===== config.mk =====
export PLATFORM = sky130hd
export DESIGN_NAME = ifq
export DESIGN_NICKNAME = d
export VERILOG_FILES = /design/src/rtl/ifq_pkg.sv /design/src/rtl/ifq.sv
export SDC_FILE = /design/constraint.sdc
export NUM_CORES = 1
export LEC_CHECK = 0
export BUFFER_PORTS_ARGS = -buffer_cell sky130_fd_sc_hd__buf_2
export CAP_MARGIN = 20
export CORE_MARGIN = 2
export CORE_UTILIZATION = 40
export CTS_BUF_LIST = sky130_fd_sc_hd__clkbuf_8
export CTS_CLUSTER_SIZE = 24
export DETAILED_ROUTE_END_ITERATION = 16
export SLEW_MARGIN = 0
export SYNTH_ARGS = -nofsm -noshare
export SYNTH_HDL_FRONTEND = slang
export SYNTH_SLANG_ARGS = --single-unit

===== constraint.sdc =====
create_clock -name clk -period 7 [get_ports clk]
set_input_delay 1.4 -clock clk [delete_from_list [all_inputs] [get_ports clk]]
set_output_delay 1.4 -clock clk [all_outputs]
set_load 0.03 [all_outputs]

===== src/rtl/ifq_pkg.sv =====
// Shared fetch/decode definitions: machine width and the canonical NOP encoding.
package ifq_pkg;

    localparam int XLEN = 64;

    // addi x0, x0, 0; also used by decode for bubble injection
    localparam logic [31:0] NOP_INSTR = 32'h0000_0013;

endpackage


===== src/rtl/ifq.sv =====
// Instruction fetch queue: circular buffer between fetch and decode with
// first-word-fall-through head, NOP on empty, and flush priority over all events.
module ifq
    import ifq_pkg::*;
#(
    parameter int DEPTH = 4,
    parameter int PC_W  = XLEN
) (
    input  logic                     clk,
    input  logic                     rst_n,
    input  logic                     flush,
    input  logic                     if_valid,
    output logic                     if_ready,
    input  logic [PC_W-1:0]          if_pc,
    input  logic [31:0]              if_instr,
    input  logic                     if_page_fault,
    input  logic                     if_bp_taken,
    input  logic [PC_W-1:0]          if_bp_target,
    output logic                     dec_valid,
    input  logic                     dec_ready,
    output logic [PC_W-1:0]          dec_pc,
    output logic [31:0]              dec_instr,
    output logic                     dec_page_fault,
    output logic                     dec_bp_taken,
    output logic [PC_W-1:0]          dec_bp_target,
    output logic [$clog2(DEPTH):0]   count
);

    localparam int AW = $clog2(DEPTH);
    localparam logic [AW:0] PTR_ONE = {{AW{1'b0}}, 1'b1};

    // Pointers carry one extra wrap bit so full and empty are distinguishable.
    logic [AW:0] rd_ptr_q, rd_ptr_d;
    logic [AW:0] wr_ptr_q, wr_ptr_d;

    logic [PC_W-1:0] pc_mem    [DEPTH];
    logic [31:0]     instr_mem [DEPTH];
    logic            pf_mem    [DEPTH];
    logic            bpt_mem   [DEPTH];
    logic [PC_W-1:0] tgt_mem   [DEPTH];

    logic empty;
    logic full;
    logic push;
    logic pop;

    assign empty = (rd_ptr_q == wr_ptr_q);
    assign full  = (rd_ptr_q[AW-1:0] == wr_ptr_q[AW-1:0]) && (rd_ptr_q[AW] != wr_ptr_q[AW]);

    // if_ready depends only on registered pointers, never on dec_ready.
    assign if_ready  = !full;
    assign dec_valid = !empty;
    assign count     = wr_ptr_q - rd_ptr_q;

    assign push = if_valid && if_ready && !flush;
    assign pop  = dec_valid && dec_ready && !flush;

    // Pointer next-state: flush returns both pointers to zero and dominates push/pop.
    always_comb begin
        rd_ptr_d = rd_ptr_q;
        wr_ptr_d = wr_ptr_q;
        if (flush) begin
            rd_ptr_d = '0;
            wr_ptr_d = '0;
        end else begin
            if (push) wr_ptr_d = wr_ptr_q + PTR_ONE;
            if (pop)  rd_ptr_d = rd_ptr_q + PTR_ONE;
        end
    end

    // Pointer registers; reset empties the queue immediately.
    always_ff @(posedge clk or negedge rst_n) begin
        if (!rst_n) begin
            rd_ptr_q <= '0;
            wr_ptr_q <= '0;
        end else begin
            rd_ptr_q <= rd_ptr_d;
            wr_ptr_q <= wr_ptr_d;
        end
    end

    // Entry storage, written at the tail on an accepted push; contents are not reset.
    always_ff @(posedge clk) begin
        if (push) begin
            pc_mem[wr_ptr_q[AW-1:0]]    <= if_pc;
            instr_mem[wr_ptr_q[AW-1:0]] <= if_instr;
            pf_mem[wr_ptr_q[AW-1:0]]    <= if_page_fault;
            bpt_mem[wr_ptr_q[AW-1:0]]   <= if_bp_taken;
            tgt_mem[wr_ptr_q[AW-1:0]]   <= if_bp_target;
        end
    end

    // Head mux: oldest entry when occupied, otherwise a clean NOP bubble.
    always_comb begin
        dec_pc         = '0;
        dec_instr      = NOP_INSTR;
        dec_page_fault = 1'b0;
        dec_bp_taken   = 1'b0;
        dec_bp_target  = '0;
        if (!empty) begin
            dec_pc         = pc_mem[rd_ptr_q[AW-1:0]];
            dec_instr      = instr_mem[rd_ptr_q[AW-1:0]];
            dec_page_fault = pf_mem[rd_ptr_q[AW-1:0]];
            dec_bp_taken   = bpt_mem[rd_ptr_q[AW-1:0]];
            dec_bp_target  = tgt_mem[rd_ptr_q[AW-1:0]];
        end
    end

endmodule


; Word level (Yosys, flattened, before mapping)
; Memory sizes are Yosys's and may differ from the RTL's.
; Cells that the tools add are included.
[word_totals]
latchBits = 0
n_memories = 5
mem_bits_rw = 648
wordCells = 34
in_bits = 167
romBits = 0
reg_bits = 6
[op_classes]
bitwise = 0
shift = 0
n_reduce_logical = 10
n_mul = 0
n_eq_ne = 3
div = 0
addsub = 3
muxes = 11
magnitude_cmp = 0
[memory_table]
columns = memory, words, width, read_ports, rd_ports_with_merged_regs, write_ports, line
row1 = pc_mem, 4, 64, 1, 0, 1, ifq.sv:36  ; logic [PC_W-1:0] pc_mem [DEPTH];
row2 = tgt_mem, 4, 64, 1, 0, 1, ifq.sv:40  ; logic [PC_W-1:0] tgt_mem [DEPTH];
row3 = instr_mem, 4, 32, 1, 0, 1, ifq.sv:37  ; logic [31:0] instr_mem [DEPTH];
row4 = bpt_mem, 4, 1, 1, 0, 1, ifq.sv:39  ; logic bpt_mem [DEPTH];
row5 = pf_mem, 4, 1, 1, 0, 1, ifq.sv:38  ; logic pf_mem [DEPTH];
[op_table]
columns = cell, n
row1 = 2-to-1 mux 64 bit, 2
row2 = 2-to-1 mux 32 bit, 1
row3 = 2-to-1 mux 3 bit, 4
row4 = adder 3 x 1 -> 3 bit (second input constant), 2
row5 = logical AND 1 bit, 5
row6 = 2-to-1 mux 1 bit, 4
row7 = nonzero test 2 bit, 2
row8 = == test 3 bit, 1
row9 = zero test 1 bit, 3
row10 = subtractor 3 bit, 1
row11 = == test 2 bit, 1
row12 = inequality test 1 bit, 1

; Longest topological paths before layout
; Gate-level depths: netlist of run 1.
[depth]
depth_word = 7
depth_mapped = 10

; Least setup slack after synthesis of run 1
; OpenSTA, ideal clock, no wires.
[synth_path]
kind = input port to flip-flop
startpoint = input port if_valid
endpoint = memory bpt_mem[3], enable pin
t_arrival_ps = 5610
setup_slack_ps = 848
t_required_ps = 6458
n_path_buf = 1
setup_time_ps = 542
cell_stages = 3
path_cell_list = clkbuf_1 -> nor2b_1 -> and3_1
[synth_between]
elab_chain_len = 4
[synth_rtl]
columns = element, line
row1 = "start, declared", ifq.sv:12  ; input logic if_valid,
row2 = logical AND 1 bit (2 in series), ifq.sv:55  ; assign push = if_valid && if_ready && !flush;
row3 = 2-to-1 mux 1 bit, ifq.sv:84  ; if (push) begin
row4 = 2-to-1 mux 1 bit (implied by the code), ifq.sv:88  ; bpt_mem[wr_ptr_q[AW-1:0]] <= if_bp_taken;
row5 = "end, declared", ifq.sv:39
; No other way between the ends.

; Worst setup path after layout of run 1
[layout_path]
startpoint = register rd_ptr_q[0]
endpoint = output port dec_pc[35]
[layout_between]
elab_chain_len = 2
word_cells_on_any_way = 3
classes_between = eq/ne (1) / mux (1) / memory (1)
[layout_rtl]
columns = element, line
row1 = "start, declared", ifq.sv:33  ; logic [AW:0] rd_ptr_q, rd_ptr_d;
row2 = "start signal, assigned", ifq.sv:77  ; rd_ptr_q <= rd_ptr_d;
row3 = memory read (4 x 64 bit) / == test 3 bit (equally long branches), n/a
row4 = 2-to-1 mux 64 bit *, ifq.sv:100  ; if (!empty) begin
row5 = "end, declared", ifq.sv:21  ; output logic [PC_W-1:0] dec_pc,
; Mark *: on every way between the ends. The rest lies on a longest branch, timed or not.

==> run_summary.xml, run 1 <==
<?xml version="1.0" encoding="UTF-8"?>
<metrics>
  <group name="sta">
    <metric name="whs" unit="ns">0.535</metric>
    <metric name="fin_crit" unit="ns">4.92</metric>
    <metric name="worst_tran_pin_value" unit="ns">1.26</metric>
    <metric name="rsz0062_at_grt" unit="">false</metric>
    <metric name="fin_setup_tns" unit="ns">0</metric>
    <metric name="final-max-slew-violation-count" unit="">0</metric>
    <metric name="final.period_utilization" unit="%">70.2</metric>
    <metric name="final.setup_skew" unit="ns">0.0329</metric>
    <metric name="report.final.hold_viol_count" unit="">0</metric>
    <metric name="worst_slew_margin_rel" unit="%">16.0</metric>
    <metric name="timing.fmax" unit="MHz">203</metric>
    <metric name="number_of_setup_violations_in_the_final_report" unit="">0</metric>
  </group>
  <group name="final_layout">
    <metric name="layoutNonFillerInstCount" unit="">2413</metric>
    <metric name="final_common_cell" unit="">sky130_fd_sc_hd__edfxtp_1</metric>
    <metric name="layout.cells.most_common_list" unit="">sky130_fd_sc_hd__edfxtp_1 (648), sky130_fd_sc_hd__buf_2 (333), sky130_fd_sc_hd__mux4_2 (162), sky130_fd_sc_hd__and2_1 (159), sky130_fd_sc_hd__clkbuf_8 (106)</metric>
    <metric name="post_route_cells_drive_above_1_share" unit="%">41.1</metric>
    <metric name="flow.area_growth_from_synthesis" unit="%">17.8</metric>
    <metric name="final_nets" unit="">1664</metric>
  </group>
  <group name="worst_setup_path">
    <metric name="setup.worst_path.class" unit="">flip-flop to output port</metric>
    <metric name="critPathArrivalTime" unit="ns">3.52</metric>
    <metric name="max_stage_delay" unit="ns">0.71</metric>
    <metric name="timing.critical_path.required" unit="ns">5.60</metric>
    <metric name="critical_path.endpoint_type" unit="">output port</metric>
    <metric name="critPathLaunchType" unit="">flip-flop</metric>
    <metric name="maximum_fanout_along_the_worst_path" unit="">104</metric>
    <metric name="crit_path_cell_trace" unit="">buf_12 -&gt; buf_4 -&gt; mux4_2 -&gt; and2_1 -&gt; buf_2</metric>
    <metric name="cp_slowest_cell" unit="">sky130_fd_sc_hd__buf_4</metric>
  </group>
  <group name="floorplan">
    <metric name="io_pins" unit="">334</metric>
    <metric name="initial_utilization" unit="%">40.5</metric>
    <metric name="core_area" unit="um^2">61800</metric>
    <metric name="die_w" unit="um">254</metric>
    <metric name="fp-row-count" unit="">91</metric>
    <metric name="die_area" unit="um^2">64600</metric>
    <metric name="dieHeight" unit="um">254</metric>
  </group>
  <group name="route">
    <metric name="first_iter_violations" unit="">701</metric>
    <metric name="antenna_left" unit="">0</metric>
    <metric name="routed-via-count" unit="">11900</metric>
    <metric name="drc" unit="">0</metric>
    <metric name="postRouteWirelength" unit="um">51800</metric>
    <metric name="avgRoutedWirePerCell" unit="um">21.5</metric>
    <metric name="firstDrtPassIters" unit="">5</metric>
    <metric name="route.detailed.vias_per_inst" unit="">4.95</metric>
  </group>
  <group name="logic_synthesis">
    <metric name="synth_warnings" unit="">0</metric>
    <metric name="synth-seq-cells" unit="">654</metric>
    <metric name="synthDistinctLibCells" unit="">35</metric>
    <metric name="synth_nets" unit="">1267</metric>
    <metric name="synth.yosys.seq_area_share" unit="%">78.3</metric>
    <metric name="synthesis.area" unit="um^2">25000</metric>
    <metric name="avgSynthCellArea" unit="um^2">22.9</metric>
    <metric name="instance_count_of_the_mapped_netlist" unit="">1092</metric>
  </group>
  <group name="cts">
    <metric name="clock_tree_from_tritoncts" unit="">done</metric>
    <metric name="cts_sinks" unit="">654</metric>
    <metric name="clk_path_buf_depth" unit="">3</metric>
    <metric name="cts_hold_buffers" unit="">0</metric>
    <metric name="htreeDepth" unit="">3</metric>
    <metric name="cts-root-buf" unit="">sky130_fd_sc_hd__clkbuf_8</metric>
    <metric name="cts_inserted_buffers" unit="">106</metric>
    <metric name="postCtsSetupRepairBufs" unit="">0</metric>
    <metric name="clkTransAtPathRegs" unit="ns">0.06</metric>
    <metric name="clk-insertion-delay-late" unit="ns">0.68</metric>
    <metric name="postCtsResizedCells" unit="">0</metric>
  </group>
  <group name="hold_path">
    <metric name="hold_path_class" unit="">input pin to async pin</metric>
  </group>
  <group name="global_routing">
    <metric name="grt_start_max_net_pins" unit="">166</metric>
    <metric name="grt.overflow.total" unit="">0</metric>
    <metric name="track_usage" unit="%">16.1</metric>
    <metric name="grt_pass1_vias" unit="">12700</metric>
    <metric name="grt_pass1_wl" unit="um">77200</metric>
    <metric name="grt_antenna_before_repair" unit="">17</metric>
  </group>
  <group name="status">
    <metric name="status" unit="">finished clean</metric>
  </group>
  <group name="power_and_ir_drop">
    <metric name="total_power" unit="mW">13.7</metric>
    <metric name="power.density_cell_area" unit="nW/um^2">465</metric>
    <metric name="vdd_ir_drop_max" unit="V">0.000336</metric>
    <metric name="leakagePower" unit="nW">9.99</metric>
  </group>
  <group name="run">
    <metric name="cap_violations" unit="">0</metric>
  </group>
  <group name="placed_design">
    <metric name="numPlacedInstances" unit="">2218</metric>
    <metric name="dp_hpwl" unit="um">28900</metric>
    <metric name="gp_congestion" unit="">0.705</metric>
    <metric name="number_of_buffers_added_on_ports" unit="">333</metric>
  </group>
</metrics>
synth_stat cells:
cell / number / area [um^2]
sky130_fd_sc_hd__fa_1: 1 / 20.0
sky130_fd_sc_hd__nor3_1: 1 / 5.00
sky130_fd_sc_hd__dfrtp_1: 6 / 150
sky130_fd_sc_hd__buf_4: 2 / 15.0
sky130_fd_sc_hd__or3_1: 1 / 6.26
sky130_fd_sc_hd__nand4b_1: 2 / 17.5
sky130_fd_sc_hd__and3_1: 4 / 25.0
sky130_fd_sc_hd__edfxtp_1: 648 / 19500
sky130_fd_sc_hd__nor2b_1: 2 / 12.5
sky130_fd_sc_hd__xnor2_1: 1 / 8.76
sky130_fd_sc_hd__o211ai_1: 1 / 7.51
sky130_fd_sc_hd__buf_6: 11 / 124
sky130_fd_sc_hd__ha_1: 7 / 87.6
sky130_fd_sc_hd__or2_1: 3 / 18.8
sky130_fd_sc_hd__mux4_2: 162 / 3650
sky130_fd_sc_hd__or4_1: 2 / 15.0
sky130_fd_sc_hd__o311ai_0: 1 / 8.76
sky130_fd_sc_hd__nor2b_4: 1 / 13.8
sky130_fd_sc_hd__mux2_2: 1 / 11.3
sky130_fd_sc_hd__clkbuf_1: 22 / 82.6
sky130_fd_sc_hd__nand2_1: 4 / 15.0
sky130_fd_sc_hd__nor2_1: 3 / 11.3
sky130_fd_sc_hd__xnor2_4: 1 / 27.5
sky130_fd_sc_hd__buf_2: 22 / 110
sky130_fd_sc_hd__or2_2: 1 / 6.26
sky130_fd_sc_hd__nand4bb_1: 1 / 11.3
sky130_fd_sc_hd__and2_1: 159 / 995
sky130_fd_sc_hd__nand3_1: 5 / 25.0
sky130_fd_sc_hd__a31oi_1: 5 / 31.3
sky130_fd_sc_hd__nand3b_1: 2 / 15.0
sky130_fd_sc_hd__or3b_2: 1 / 8.76
sky130_fd_sc_hd__a32oi_1: 1 / 8.76
sky130_fd_sc_hd__nor3b_1: 2 / 15.0
sky130_fd_sc_hd__inv_2: 1 / 3.75
sky130_fd_sc_hd__inv_1: 5 / 18.8
worst max-delay path: cells and delay by family, from the launching register on:
family,cells,cell delay (ns)
buf+inv,3,1.56
simple gates,1,0.19
flops,1,0.43
mux,1,0.63
layout make-up:
| type | instances | area [um^2] |
|---|---|---|
| fill | 5164 | 32300 |
| sequential | 654 | 19600 |
| multi-input combinational | 375 | 5100 |
| timing repair buffer | 346 | 1850 |
| clock buffer | 106 | 1460 |
| tap | 837 | 1050 |
| clock inverter | 82 | 387 |
| inverter | 6 | 25.0 |
| antenna | 7 | 17.5 |
power by group:
part	total (mW)	switching, mW	internal [mW]	leakage (nW)
logic	6.07	4.02	2.04	3.00
clock network	2.90	1.45	1.45	1.03
registers	4.76	0.0690	4.69	5.96
total	13.7	5.54	8.18	9.99
registers in the layout, summed over array words and instances (netlist names):
register and flops:
bpt_mem 4, rd_ptr_q 3, tgt_mem 256, instr_mem 128
pf_mem 4, wr_ptr_q 3, pc_mem 256
metrics by stage:
stage / setup WS (ns) / area [um^2] / util (%)
2_1_floorplan: 0.848 / 25000 / -
3_3_place_gp: 2.65 / 27600 / 44.7
3_5_place_dp: 2.61 / 27600 / 44.7
4_1_cts: 1.82 / 29500 / 47.7
5_1_grt: 1.74 / 29500 / 47.7
6_report: 2.08 / 29500 / 47.7
final timing paths:
path / to / slack [ns] / start / depth (start not counted)
worst max-delay path: dec_pc[35] / 2.08 / rd_ptr_q[0] / 5
worst min-delay path: wr_ptr_q[1] / 0.53 / rst_n / 1
worst max register to register: pc_mem[2][40] / 3.65 / wr_ptr_q[0] / 6
worst min register to register: wr_ptr_q[1] / 0.63 / wr_ptr_q[1] / 2
max in group asynchronous: rd_ptr_q[1] / 6.28 / rst_n / 1
min in group clk: wr_ptr_q[1] / 0.63 / wr_ptr_q[1] / 2
metal layers:
metal | vias to the layer above | GRT usage, % | part of all wire, %
li1 | 5312 | - | -
met5 | - | 0 | 0.29
met1 | 6176 | 20.7 | 41
met4 | 24 | 5.63 | 1.8
met3 | 91 | 5.99 | 8.3
met2 | 331 | 25.3 | 48
logic make-up after synthesis:
family / synth area share [%]
flops: 78.3
simple gates: 4.86
mux: 14.6
buf+inv: 1.41
compound gates: 0.225
fa+ha+maj: 0.430
xor+xnor: 0.145
Power figures use the tool's default switching activity.
==> inputs of run 2 (changes only) <==
Clock period 7 ns to 4.8 ns, I/O delays scaled along.
==> run_summary.xml, run 2 (synthesized netlist as in run 1, its figures left out) <==
<?xml version="1.0" encoding="UTF-8"?>
<metrics>
  <group name="floorplan">
    <metric name="dieHeight" unit="um">254</metric>
    <metric name="die_w" unit="um">254</metric>
    <metric name="io_pins" unit="">334</metric>
    <metric name="die_area" unit="um^2">64600</metric>
    <metric name="initial_utilization" unit="%">40.5</metric>
    <metric name="fp-row-count" unit="">91</metric>
    <metric name="core_area" unit="um^2">61800</metric>
  </group>
  <group name="sta">
    <metric name="fin_setup_tns" unit="ns">0</metric>
    <metric name="worst_tran_pin_value" unit="ns">0.935</metric>
    <metric name="final-max-slew-violation-count" unit="">0</metric>
    <metric name="worst_slew_margin_rel" unit="%">37.7</metric>
    <metric name="rsz0062_at_grt" unit="">false</metric>
    <metric name="fin_crit" unit="ns">4.37</metric>
    <metric name="report.final.hold_viol_count" unit="">0</metric>
    <metric name="final.period_utilization" unit="%">91.1</metric>
    <metric name="timing.fmax" unit="MHz">229</metric>
    <metric name="number_of_setup_violations_in_the_final_report" unit="">0</metric>
    <metric name="final.setup_skew" unit="ns">0.0210</metric>
  </group>
  <group name="route">
    <metric name="routed-via-count" unit="">12100</metric>
    <metric name="route.detailed.vias_per_inst" unit="">4.96</metric>
    <metric name="antenna_left" unit="">0</metric>
    <metric name="drc" unit="">0</metric>
    <metric name="firstDrtPassIters" unit="">4</metric>
    <metric name="postRouteWirelength" unit="um">51900</metric>
    <metric name="avgRoutedWirePerCell" unit="um">21.4</metric>
    <metric name="first_iter_violations" unit="">739</metric>
  </group>
  <group name="global_routing">
    <metric name="grt_antenna_before_repair" unit="">17</metric>
    <metric name="grt_pass1_vias" unit="">12800</metric>
    <metric name="grt_pass1_wl" unit="um">77200</metric>
    <metric name="grt_start_max_net_pins" unit="">121</metric>
    <metric name="track_usage" unit="%">16.0</metric>
    <metric name="grt.overflow.total" unit="">0</metric>
  </group>
  <group name="status">
    <metric name="status" unit="">finished clean</metric>
  </group>
  <group name="final_layout">
    <metric name="final_util" unit="%">48.1</metric>
    <metric name="nFillCells" unit="">5192</metric>
    <metric name="layout.cells.most_common_list" unit="">sky130_fd_sc_hd__edfxtp_1 (648), sky130_fd_sc_hd__buf_2 (333), sky130_fd_sc_hd__mux4_2 (162), sky130_fd_sc_hd__and2_1 (159), sky130_fd_sc_hd__clkbuf_8 (107)</metric>
    <metric name="post_route_cells_drive_above_1_share" unit="%">41.9</metric>
    <metric name="final_common_cell" unit="">sky130_fd_sc_hd__edfxtp_1</metric>
    <metric name="final_nets" unit="">1673</metric>
    <metric name="flow.area_growth_from_synthesis" unit="%">18.7</metric>
  </group>
  <group name="worst_setup_path">
    <metric name="critPathArrivalTime" unit="ns">3.41</metric>
    <metric name="crit_path_cell_trace" unit="">inv_1 -&gt; ha_1 -&gt; nand2_1 -&gt; nor2b_4 -&gt; inv_6 -&gt; buf_4 -&gt; and2_1 -&gt; buf_2</metric>
    <metric name="max_stage_delay" unit="ns">0.51</metric>
    <metric name="maximum_fanout_along_the_worst_path" unit="">58</metric>
    <metric name="critPathLaunchType" unit="">flip-flop</metric>
    <metric name="cp_slowest_cell" unit="">sky130_fd_sc_hd__buf_4</metric>
    <metric name="setup.worst_path.class" unit="">flip-flop to output port</metric>
    <metric name="critical_path.endpoint_type" unit="">output port</metric>
    <metric name="timing.critical_path.required" unit="ns">3.84</metric>
  </group>
  <group name="cts">
    <metric name="cts_sinks" unit="">654</metric>
    <metric name="clk_path_buf_depth" unit="">3</metric>
    <metric name="cts_inserted_buffers" unit="">107</metric>
    <metric name="clock_tree_from_tritoncts" unit="">done</metric>
    <metric name="cts-root-buf" unit="">sky130_fd_sc_hd__clkbuf_8</metric>
    <metric name="clkTransAtPathRegs" unit="ns">0.06</metric>
    <metric name="clk-insertion-delay-late" unit="ns">0.69</metric>
    <metric name="htreeDepth" unit="">3</metric>
    <metric name="cts_hold_buffers" unit="">0</metric>
  </group>
  <group name="power_and_ir_drop">
    <metric name="leakagePower" unit="nW">10.1</metric>
    <metric name="power.density_cell_area" unit="nW/um^2">678</metric>
    <metric name="vdd_ir_drop_max" unit="V">0.000483</metric>
  </group>
  <group name="run">
    <metric name="cap_violations" unit="">0</metric>
  </group>
  <group name="placed_design">
    <metric name="number_of_buffers_added_on_ports" unit="">333</metric>
    <metric name="gp_congestion" unit="">0.737</metric>
    <metric name="dp_hpwl" unit="um">29800</metric>
  </group>
  <group name="hold_path">
    <metric name="hold_path_class" unit="">input pin to async pin</metric>
  </group>
</metrics>
run 2: cell count changes in the layout (fill, tap and decap cells not counted), sizes merged:
cell,change
clkinvlp,-1
buf,+8
inv,+3
clkinv,+5
diode,-1
clkbuf,+1
run 2: worst max-delay path, delay by kind of cell (launching register included):
kind	cells	cell delay, ns
buffers and inverters	4	1.20
and+or+nand+nor	3	0.71
adders and majority gates	1	0.36
DFF	1	0.41
run 2: layout make-up:
class / count / area [um^2] / share of cell area (%)
multi-input combinational: 375 / 5100 / 17.1
antenna: 6 / 15.0 / 0.0505
clock inverter: 89 / 460 / 1.55
timing repair buffer: 354 / 1990 / 6.68
sequential: 654 / 19600 / 66.0
tap: 837 / 1050 / 3.52
inverter: 6 / 27.5 / 0.0926
clock buffer: 107 / 1470 / 4.95
run 2: report_power, final:
| part | internal [mW] | switching [mW] |
|---|---|---|
| combinational | 3.01 | 5.86 |
| clock | 2.16 | 2.18 |
| sequential | 6.83 | 0.106 |
| total | 12.0 | 8.14 |
run 2: per-stage QoR:
| stage | cells | total power [mW] | setup slack [ns] | instance area, um^2 | hold WS [ns] |
|---|---|---|---|---|---|
| after floorplan | 1092 | 13.6 | 0.584 | 25000 | 0.546 |
| after global placement | 2226 | 16.1 | 0.922 | 27800 | 0.630 |
| after detailed placement | 2226 | 16.1 | 0.857 | 27800 | 0.640 |
| after CTS | 2422 | 20.6 | 0.0789 | 29700 | 0.0122 |
| after global routing | 2423 | 21.2 | 0.109 | 29700 | 0.0408 |
| final | 2428 | 20.1 | 0.428 | 29700 | 0.0866 |
run 2: per-layer routing:
metal  part of all wire (%)  GRT usage (%)  vias up
met3                    8.0           5.59       84
li1                       -              -     5332
met4                    1.6           5.31       28
met5                   0.32              0        -
met2                     49           25.5      363
met1                     41           20.5     6248
run 2: worst paths after layout:
kind                             startpoint                 to  slack (ns)  cells after the start
min                                   rst_n        rd_ptr_q[1]        0.09                      1
max                             wr_ptr_q[0]  dec_bp_target[25]        0.43                      8
max reg2reg                     wr_ptr_q[0]    instr_mem[2][4]        1.68                      6
min in group clk           if_bp_target[31]     tgt_mem[1][31]        0.47                      1
max in group asynchronous             rst_n        rd_ptr_q[0]        4.54                      1
min reg2reg                     wr_ptr_q[1]        wr_ptr_q[1]        0.65                      2
run 2: what timing repair did:
action / CTS / global route
resized for setup: 0 / 1
setup endpoints to repair: 0 / 23
setup buffers: 0 / 0
==> inputs of run 3 (changes only) <==
Clock period 4.8 ns to 3.86 ns, I/O delays scaled along.
==> run_summary.xml, run 3 (synthesized netlist as in run 1, its figures left out) <==
<?xml version="1.0" encoding="UTF-8"?>
<metrics>
  <group name="status">
    <metric name="status" unit="">finished clean</metric>
  </group>
  <group name="final_layout">
    <metric name="final_nets" unit="">1679</metric>
    <metric name="final_common_cell" unit="">sky130_fd_sc_hd__edfxtp_1</metric>
    <metric name="layout.cells.most_common_list" unit="">sky130_fd_sc_hd__edfxtp_1 (648), sky130_fd_sc_hd__buf_2 (333), sky130_fd_sc_hd__mux4_2 (162), sky130_fd_sc_hd__and2_1 (159), sky130_fd_sc_hd__clkbuf_8 (109)</metric>
    <metric name="final_design_area_no_fill" unit="um^2">29900</metric>
    <metric name="final_util" unit="%">48.3</metric>
    <metric name="seq_area" unit="um^2">19600</metric>
    <metric name="layoutNonFillerInstCount" unit="">2431</metric>
    <metric name="multiInputGateArea" unit="um^2">5100</metric>
    <metric name="nFillCells" unit="">5160</metric>
    <metric name="post_route_cells_drive_above_1_share" unit="%">41.5</metric>
    <metric name="flow.area_growth_from_synthesis" unit="%">19.3</metric>
  </group>
  <group name="global_routing">
    <metric name="grt_pass1_wl" unit="um">76200</metric>
    <metric name="grt_start_max_net_pins" unit="">117</metric>
    <metric name="grt.overflow.total" unit="">0</metric>
    <metric name="grt_pass1_vias" unit="">12900</metric>
    <metric name="track_usage" unit="%">15.8</metric>
    <metric name="grt_antenna_before_repair" unit="">17</metric>
  </group>
  <group name="sta">
    <metric name="report.final.hold_viol_count" unit="">0</metric>
    <metric name="rsz0062_at_grt" unit="">false</metric>
    <metric name="final.period_utilization" unit="%">93.5</metric>
    <metric name="final-max-slew-violation-count" unit="">0</metric>
    <metric name="timing.fmax" unit="MHz">277</metric>
    <metric name="worst_slew_margin_rel" unit="%">31.8</metric>
    <metric name="final.setup_skew" unit="ns">0.0463</metric>
    <metric name="fin_crit" unit="ns">3.61</metric>
    <metric name="fin_ws" unit="ns">0.250</metric>
    <metric name="number_of_setup_violations_in_the_final_report" unit="">0</metric>
    <metric name="worst_tran_pin_value" unit="ns">1.02</metric>
  </group>
  <group name="floorplan">
    <metric name="fp-row-count" unit="">91</metric>
    <metric name="dieHeight" unit="um">254</metric>
    <metric name="io_pins" unit="">334</metric>
    <metric name="core_area" unit="um^2">61800</metric>
    <metric name="die_w" unit="um">254</metric>
    <metric name="die_area" unit="um^2">64600</metric>
    <metric name="initial_utilization" unit="%">40.5</metric>
  </group>
  <group name="worst_setup_path">
    <metric name="timing.critical_path.required" unit="ns">3.09</metric>
    <metric name="crit_buf_inv" unit="">3</metric>
    <metric name="ff2ff_path_depth" unit="">5</metric>
    <metric name="path_delay_family" unit="">flip-flops</metric>
    <metric name="critPathLaunchType" unit="">flip-flop</metric>
    <metric name="critical_path.endpoint_type" unit="">output port</metric>
    <metric name="crit_path_depth" unit="">7</metric>
    <metric name="crit_path_cell_trace" unit="">ha_1 -&gt; nand2_4 -&gt; nor2b_4 -&gt; inv_4 -&gt; buf_16 -&gt; and2_1 -&gt; buf_2</metric>
    <metric name="max_stage_delay" unit="ns">0.60</metric>
    <metric name="setup.worst_path.class" unit="">flip-flop to output port</metric>
    <metric name="cp_slowest_cell" unit="">sky130_fd_sc_hd__dfrtp_4</metric>
    <metric name="maximum_fanout_along_the_worst_path" unit="">116</metric>
    <metric name="critPathArrivalTime" unit="ns">2.84</metric>
  </group>
  <group name="power_and_ir_drop">
    <metric name="p_int" unit="mW">15.2</metric>
    <metric name="total_power" unit="mW">25.1</metric>
    <metric name="power.density_cell_area" unit="nW/um^2">841</metric>
    <metric name="netSwitchingPower" unit="mW">9.95</metric>
    <metric name="switching_share" unit="%">39.6</metric>
    <metric name="vdd_ir_drop_max" unit="V">0.000989</metric>
    <metric name="leakagePower" unit="nW">10.2</metric>
    <metric name="clkPwrFrac" unit="%">21.9</metric>
    <metric name="register_share_of_total_power" unit="%">34.5</metric>
    <metric name="share_comb_of_total_power" unit="%">43.7</metric>
  </group>
  <group name="placed_design">
    <metric name="detailedPlace.worstSlack" unit="ns">0.613</metric>
    <metric name="dp_hpwl" unit="um">29800</metric>
    <metric name="gp_congestion" unit="">0.737</metric>
    <metric name="number_of_buffers_added_on_ports" unit="">333</metric>
    <metric name="numPlacedInstances" unit="">2230</metric>
    <metric name="dpl-instance-area" unit="um^2">27900</metric>
  </group>
  <group name="cts">
    <metric name="cts-root-buf" unit="">sky130_fd_sc_hd__clkbuf_8</metric>
    <metric name="cts_inserted_buffers" unit="">108</metric>
    <metric name="clk_path_buf_depth" unit="">3</metric>
    <metric name="clk-insertion-delay-late" unit="ns">0.70</metric>
    <metric name="cts_sinks" unit="">654</metric>
    <metric name="clock_tree_from_tritoncts" unit="">done</metric>
    <metric name="htreeDepth" unit="">3</metric>
    <metric name="clkTransAtPathRegs" unit="ns">0.06</metric>
    <metric name="postCtsSetupRepairBufs" unit="">0</metric>
  </group>
  <group name="route">
    <metric name="postRouteWirelength" unit="um">51500</metric>
    <metric name="avgRoutedWirePerCell" unit="um">21.2</metric>
    <metric name="antenna_left" unit="">0</metric>
    <metric name="route.detailed.vias_per_inst" unit="">4.93</metric>
    <metric name="first_iter_violations" unit="">829</metric>
    <metric name="firstDrtPassIters" unit="">5</metric>
    <metric name="routed-via-count" unit="">12000</metric>
    <metric name="drc" unit="">0</metric>
  </group>
  <group name="hold_path">
    <metric name="hold_path_class" unit="">input pin to flip-flop</metric>
    <metric name="min_path_cells" unit="">1</metric>
  </group>
  <group name="run">
    <metric name="cap_violations" unit="">0</metric>
  </group>
</metrics>
run 3: changes by cell type in the layout (fill, tap and decap cells not counted), moves of 3 or more:
cell,change
sky130_fd_sc_hd__clkinv_1,-5
sky130_fd_sc_hd__inv_1,+12
sky130_fd_sc_hd__clkinv_2,-13
sky130_fd_sc_hd__buf_12,+3
sky130_fd_sc_hd__diode_2,+3
run 3: worst paths after layout:
path	from	end	slack, ns
max in group asynchronous	rst_n	rd_ptr_q[0]	3.17
min	if_bp_target[32]	tgt_mem[2][32]	0.28
min reg2reg	wr_ptr_q[1]	wr_ptr_q[1]	0.61
max reg2reg	rd_ptr_q[0]	pc_mem[3][50]	1.07
max	rd_ptr_q[0]	dec_bp_target[60]	0.25
min in group asynchronous	rst_n	wr_ptr_q[0]	0.50
run 3: stage by stage:
step | hold WS, ns | setup TNS [ns]
after floorplan | 0.476 | -230.92
after global placement | 0.607 | 0
after detailed placement | 0.598 | 0
after CTS | 0.189 | 0
after global routing | 0.205 | 0
final | 0.283 | 0
run 3: power by group through the flow:
stage	logic (mW)	registers (mW)	clock network, mW
final	11.0	8.66	5.49
after global routing	11.8	8.71	5.98
after CTS	11.2	8.67	5.70
after detailed placement	11.1	8.82	0
after global placement	11.1	8.78	0
after floorplan	8.10	8.78	0
run 3: metal layers:
| metal | wire length (um) | track usage [%] | vias to the layer above | part of all wire (%) |
|---|---|---|---|---|
| met5 | 150 | 0 | - | 0.29 |
| met4 | 1240 | 5.21 | 22 | 2.4 |
| met3 | 3610 | 5.10 | 109 | 7.0 |
| met2 | 25400 | 25.4 | 355 | 49 |
| met1 | 21100 | 20.5 | 6146 | 41 |
| li1 | - | - | 5349 | - |
run 3: cell type report:
type / instances / area share, %
Antenna cell: 9 / 0.0754
Clock buffer: 109 / 5.02
Clock inverter: 82 / 1.53
Inverter: 6 / 0.0838
Multi-Input combinational cell: 375 / 17.1
Sequential cell: 654 / 65.7
Tap cell: 837 / 3.51
Timing Repair Buffer: 359 / 7.01
run 3: repair_timing:
action	CTS	global route
resized for setup	3	2
hold buffers	1	0
hold endpoints to repair	6	0
setup endpoints to repair	30	7
